### src/rtl/wb_arbiter.sv
// Two-master, one-slave pipelined Wishbone B4 arbiter with cycle locking,
// round-robin tie-break and an outstanding-strobe limiter for the owner.
module wb_arbiter #(
  parameter int MAX_OUTSTANDING = 4
) (
  input  logic        clk_i,
  input  logic        rst_i,

  input  logic [31:0] m0_wb_adr_i,
  input  logic [31:0] m0_wb_dat_i,
  output logic [31:0] m0_wb_dat_o,
  input  logic        m0_wb_we_i,
  input  logic [3:0]  m0_wb_sel_i,
  input  logic        m0_wb_stb_i,
  input  logic        m0_wb_cyc_i,
  output logic        m0_wb_ack_o,
  output logic        m0_wb_stall_o,

  input  logic [31:0] m1_wb_adr_i,
  input  logic [31:0] m1_wb_dat_i,
  output logic [31:0] m1_wb_dat_o,
  input  logic        m1_wb_we_i,
  input  logic [3:0]  m1_wb_sel_i,
  input  logic        m1_wb_stb_i,
  input  logic        m1_wb_cyc_i,
  output logic        m1_wb_ack_o,
  output logic        m1_wb_stall_o,

  output logic [31:0] s_wb_adr_o,
  output logic [31:0] s_wb_dat_o,
  output logic        s_wb_we_o,
  output logic [3:0]  s_wb_sel_o,
  output logic        s_wb_stb_o,
  output logic        s_wb_cyc_o,
  input  logic [31:0] s_wb_dat_i,
  input  logic        s_wb_ack_i,
  input  logic        s_wb_stall_i
);

  localparam logic [3:0] MAX_CNT = 4'(MAX_OUTSTANDING);

  typedef enum logic [1:0] {
    IDLE   = 2'd0,
    GRANT0 = 2'd1,
    GRANT1 = 2'd2
  } state_t;

  state_t     state, state_next;
  logic       last;
  logic [3:0] outstanding;

  logic limit;
  logic accept;
  logic ack_dec;
  logic grant_entry;
  logic grant_idx;

  assign limit       = (outstanding == MAX_CNT);
  assign accept      = s_wb_stb_o & ~s_wb_stall_i;
  // A stray ack with nothing in flight is still forwarded but must not underflow.
  assign ack_dec     = s_wb_ack_i & (outstanding != 4'd0);
  assign grant_entry = (state_next != IDLE) && (state_next != state);
  assign grant_idx   = (state_next == GRANT1);

  assign m0_wb_dat_o = s_wb_dat_i;
  assign m1_wb_dat_o = s_wb_dat_i;

  // NOTE: every output of a combinational block gets a default first, so no
  // path through the case leaves a signal unassigned and infers a latch.
  always_comb begin
    state_next = state;
    unique case (state)
      IDLE: begin
        if (m0_wb_cyc_i && m1_wb_cyc_i) state_next = last ? GRANT0 : GRANT1;
        else if (m0_wb_cyc_i)           state_next = GRANT0;
        else if (m1_wb_cyc_i)           state_next = GRANT1;
      end
      GRANT0: begin
        if (!m0_wb_cyc_i) state_next = m1_wb_cyc_i ? GRANT1 : IDLE;
      end
      GRANT1: begin
        if (!m1_wb_cyc_i) state_next = m0_wb_cyc_i ? GRANT0 : IDLE;
      end
      default: state_next = IDLE;
    endcase
  end

  always_comb begin
    s_wb_adr_o    = '0;
    s_wb_dat_o    = '0;
    s_wb_we_o     = 1'b0;
    s_wb_sel_o    = '0;
    s_wb_stb_o    = 1'b0;
    s_wb_cyc_o    = 1'b0;
    m0_wb_ack_o   = 1'b0;
    m1_wb_ack_o   = 1'b0;
    m0_wb_stall_o = 1'b1;
    m1_wb_stall_o = 1'b1;
    unique case (state)
      GRANT0: begin
        s_wb_adr_o    = m0_wb_adr_i;
        s_wb_dat_o    = m0_wb_dat_i;
        s_wb_we_o     = m0_wb_we_i;
        s_wb_sel_o    = m0_wb_sel_i;
        s_wb_cyc_o    = m0_wb_cyc_i;
        s_wb_stb_o    = m0_wb_stb_i & ~limit;
        m0_wb_stall_o = s_wb_stall_i | limit;
        m0_wb_ack_o   = s_wb_ack_i;
      end
      GRANT1: begin
        s_wb_adr_o    = m1_wb_adr_i;
        s_wb_dat_o    = m1_wb_dat_i;
        s_wb_we_o     = m1_wb_we_i;
        s_wb_sel_o    = m1_wb_sel_i;
        s_wb_cyc_o    = m1_wb_cyc_i;
        s_wb_stb_o    = m1_wb_stb_i & ~limit;
        m1_wb_stall_o = s_wb_stall_i | limit;
        m1_wb_ack_o   = s_wb_ack_i;
      end
      default: ;
    endcase
  end

  // NOTE: state registers use non-blocking assignments so every flop samples
  // the pre-edge values regardless of statement order.
  always_ff @(posedge clk_i or posedge rst_i) begin
    if (rst_i) begin
      state       <= IDLE;
      last        <= 1'b1;
      outstanding <= 4'd0;
    end else begin
      state <= state_next;
      if (grant_entry) begin
        last        <= grant_idx;
        outstanding <= 4'd0;
      end else if (accept && !ack_dec) begin
        outstanding <= outstanding + 4'd1;
      end else if (!accept && ack_dec) begin
        outstanding <= outstanding - 4'd1;
      end
    end
  end

endmodule

### config.mk
export PLATFORM = sky130hd
export DESIGN_NAME = wb_arbiter
export DESIGN_NICKNAME = d
export VERILOG_FILES = /design/src/rtl/wb_arbiter.sv
export SDC_FILE = /design/constraint.sdc
export NUM_CORES = 1
export LEC_CHECK = 0
export ABC_AREA = 1
export CAP_MARGIN = 0
export CORE_AREA = 2 2 125 127
export DETAILED_ROUTE_END_ITERATION = 10
export DIE_AREA = 0 0 127 129
export PLACE_DENSITY = 0.53
export SLEW_MARGIN = 10
export SYNTH_ARGS = -nofsm -noshare
export SYNTH_HDL_FRONTEND = slang
export SYNTH_SLANG_ARGS = --single-unit
### constraint.sdc
create_clock -name clk_i -period 3.1 [get_ports clk_i]
set_input_delay 0.93 -clock clk_i [delete_from_list [all_inputs] [get_ports clk_i]]
set_output_delay 0.93 -clock clk_i [all_outputs]
set_load 0.1 [all_outputs]
# After elaboration in Yosys (flattened, before gate mapping)
# Cells that the tools add are included.
# word_totals
output_inout_bits	139
reg_bits	7
inputBits	178
word_cells	49
# op_classes
muxes	22
n_addsub	2
bitwise	7
n_eq_ne	5
reduce_logical	10
# op_table
operator	count
$pmux W32 S2	2
$mux W2	7
$mux W4	3
$pmux W4 S2	1
$pmux W1 S2	3
$pmux W2 S3	1
$mux W1	5
$add A4 B1 Y4 const B	1
$and A1 B1 Y1	4
$eq A2 B2 Y1 const B	2
$eq A4 B3 Y1 const B	1
$logic_and A1 B1 Y1	4
$reduce_bool A4 Y1	1
$sub A4 B1 Y4 const B	1
$reduce_bool A3 Y1	1
$eq A2 B1 Y1 const B	1
$logic_not A1 Y1	2
$logic_not A2 Y1	1
$ne A2 B2 Y1	1
$not A1 Y1	2
$reduce_bool A2 Y1	1
$or A1 B1 Y1	1

# Depth between registers and ports, before layout
# logic_depth
depth_word	10
mapped_depth	19
depth_no_buf	18

# Worst setup path after synthesis
# Ideal clock, no wire load.
# synth_path
path_type	flip-flop to output port
startpoint	register state[0]
endpoint	output port s_wb_adr_o[0]
t_arrival_ns	2.702
slack_ns	-0.532
path_stages_with_launch	8
n_path_buf	3
required_ns	2.170
path_cell_list	dfrtp_1 > inv_1 > ha_1 > buf_4 > buf_2 > buf_2 > nand2_1 > a21oi_1
# synth_between
elab_chain_cells	2
elab_cells_between_ends	3
classes_between	2 x eq/ne; 1 x mux
# synth_lines
element	line_no	text
start: declaration	48	state_t state, state_next;
start signal: assignment	132	state <= state_next;
$eq A2 B2 Y1 / $eq A2 B1 Y1 (equally long branches)	99	unique case (state)
$pmux W32 S2 (*)	99	
end: declaration	29	output logic [31:0] s_wb_adr_o,
# Mark *: on every way between the ends. The rest lies on a longest branch, timed or not.

# Worst setup path after layout
# layout_path
startpoint	register state[0]
endpoint	output port s_wb_dat_o[29]
# layout_between
elab_chain_cells	2
elab_cells_between_ends	3
classes_between	2 x eq/ne; 1 x mux
# layout_lines
element	line_no	text
$eq A2 B2 Y1 / $eq A2 B1 Y1 (equally long branches)	99	
$pmux W32 S2 (*)	99	
end: declaration	30	output logic [31:0] s_wb_dat_o,
# Marks and branches as above.

==> out/metrics.yaml <==
sta:
  slew_viol_final: 0
  clock_skew_ps: 0.942
  fin_ws_ps: 125
  hold-worst-slack_ps: 500
  fin_crit_sh: 0.960
  fin_crit_ps: 2980
  relSlewSlack: 0.735
  finalHoldViolations: 0
  finalSetupViolations: 0
  max_freq_mhz: 336
  rsz0062_at_grt: "false"
  worst_pin_slew_ps: 398
yosys:
  synth_area_leaders: "nand2_1 30%, buf_4 23%, a21oi_1 16%, dfrtp_1 6.8%, ha_1 4.0%"
  synth.distinct_cells: 23
  synth_warnings: 0
  synth.net_count: 595
  yosysTopAreaCell: "nand2_1"
  synth.ff_latch_count: 7
  seq_area_frac_synth: 0.0803
  synth_common_cells: "175 x nand2_1, 71 x a21oi_1, 66 x buf_4, 22 x inv_1, 18 x clkbuf_1"
  synth-main-ff-cell: "dfrtp_1"
  async_flop_share: 1.00
  synth_edf_count: 0
  synth_top_cell_area_share: 0.299
  yosysMostFrequentCell: "nand2_1"
  syn_area_um2: 2200
  synth_cells: 409
  avgSynthCellArea_um2: 5.37
setup_path:
  required_ps: 2170
  max_stage_delay_ps: 430
  cp.arrival_ps: 2050
  slowest_stage: "dfrtp_1"
  cp_max_fo: 38
  path_common_cell: "buf_12"
  crit_chain: "inv_1 -> ha_1 -> clkinv_2 -> buf_12 -> a21oi_1 -> buf_12"
  end_kind: "primary output"
  cp_top_family: "buffers and inverters"
  r2r_slack_ps: 450
  worstSetupPathType: "flip-flop to primary output"
  worstSetupStartpointType: "flip-flop"
  path_buf_inv: 4
placed_design:
  hpwlAfterDp_um: 8870
  placed_area_um2: 5110
  dp_cells: 738
  gp_congestion: 0.825
  io_buffers: 220
  dpl_worst_slack_ps: 147
clock_network:
  root_buffer: "clkbuf_16"
  clkLatencyLatePin_ps: 230
  clk_pin_slew_ps: 30
  cts_buffers: 3
  cts.repair_timing.setup_buffer_count: 0
  postCtsHoldBufs: 0
  cts_tree: "done"
  cts_buffer_depth: 2
  htreeDepth: 1
  clkSinkCount: 7
floorplan:
  io_pins: 317
  core_area_um2: 15000
  dieArea_um2: 16400
  rows: 45
  die_y_um: 129
  start_util: 0.147
  die_w_um: 127
routing:
  wl_per_cell_um: 13.9
  ant_nets: 0
  wl_um: 10300
  drc: 0
  firstDrtPassIters: 4
  vias_per_cell: 3.99
  dr_total_vias: 2959
  drt_iter0_drc: 96
grt:
  top_usage_layer: "met2"
  overflow: 0
  grtUsageTotal: 0.117
  grt_start_max_net_pins: 40
  met3_usage: 0.0407
  grt_pass1_vias: 3037
  antenna_found_initial: 0
  grt_pass1_wl_um: 15400
  met1_usage: 0.130
  use_met2: 0.223
power:
  power_density_nw_per_um2: 1140
  p_leak_nw: 1.96
  p_comb_frac: 0.935
  p_int_mw: 2.15
  p_sw_mw: 3.86
  p_seq_frac: 0.029
  switching_share: 0.642
  pwr-share-clk: 0.035
  peakVddDrop_uv: 473
final_layout:
  fin_area_um2: 5250
  fin_cells: 742
  syn_to_final_growth_pct: 139
  n_fill_cell: 1558
  drive_gt1_frac: 0.309
  n_antenna_cell: 0
  nets: 741
hold_path:
  hold_path.class: "flip-flop to flip-flop"
status:
  outcome: "finished clean"
run:
  drv_cap: 0
## cells in the final DEF (no fill, tap or decap), types with 5 or more instances in the layout
| cell | synthesis | routed |
|---|---|---|
| nand2_1 | 175 | 175 |
| clkdlybuf4s50_1 | 0 | 145 |
| buf_12 | 0 | 79 |
| a21oi_2 | 0 | 64 |
| inv_1 | 22 | 22 |
| nand3_1 | 12 | 12 |
| a21oi_1 | 71 | 7 |
| nand2_2 | 6 | 6 |
| dfrtp_1 | 6 | 6 |
| ha_1 | 7 | 5 |
## worst paths after layout
kind,endpoint,cells past startpoint,start
worst max-delay path,s_wb_dat_o[29],6,state[0]
worst min-delay path,last,2,last
worst max register to register,outstanding[3],19,state[0]
worst min register to register,last,2,last
max in group asynchronous,last,2,rst_i
min in group asynchronous,state[0],2,rst_i
## per-layer routing
layer | up-vias | wire [um]
li1 | 1499 | -
met1 | 1298 | 3830
met2 | 160 | 5530
met3 | 2 | 973
met4 | 0 | 8
met5 | - | 0
## cell type report
cell class / count / area (um2) / area share
Sequential cell: 7 / 176 / 0.0336
Inverter: 27 / 103 / 0.0195
Multi-Input combinational cell: 288 / 1590 / 0.302
Tap cell: 188 / 235 / 0.0448
Clock buffer: 4 / 78.8 / 0.0150
Timing Repair Buffer: 228 / 3070 / 0.585
## sequential cells by signal, summed over array words and instances (netlist names)
| signal | count |
|---|---|
| outstanding | 4 |
| state | 2 |
| last | 1 |
## logic make-up after synthesis
family          Yosys count  synth area share
fa+ha+maj                 8            0.0490
compound gates           73             0.168
flops                     7            0.0803
xor+xnor                  2           0.00798
simple gates            205             0.385
buf+inv                 114             0.309
## tightest hold or removal path, cell delays in order (launching register included)
cell and delay (ps):
dfstp_2 370, nand3_1 70, nand2_1 50
## what timing repair did
| action | 4_1_cts | 5_1_grt |
|---|---|---|
| gates resized for setup | 3 | 13 |
| setup endpoints to repair | 4 | 27 |
| hold endpoints to repair | 0 | 0 |
## per-stage QoR
step                      utilization  power [mW]  TNS [ps]
after CTS                       0.347        6.02     -12.5
after global placement          0.341        5.73         0
final                           0.350        6.01         0
after floorplan                     -        4.11    -11020
after global routing            0.350        6.29         0
after detailed placement        0.341        5.77         0
## power groups by stage
stage	clock network (mW)	logic, mW	registers, mW
2_1_floorplan	0	3.94	0.172
3_3_place_gp	0	5.56	0.174
3_5_place_dp	0	5.60	0.177
4_1_cts	0.218	5.62	0.176
5_1_grt	0.227	5.88	0.180
6_report	0.213	5.62	0.177
Note: power is estimated with default switching activity, not from simulation.
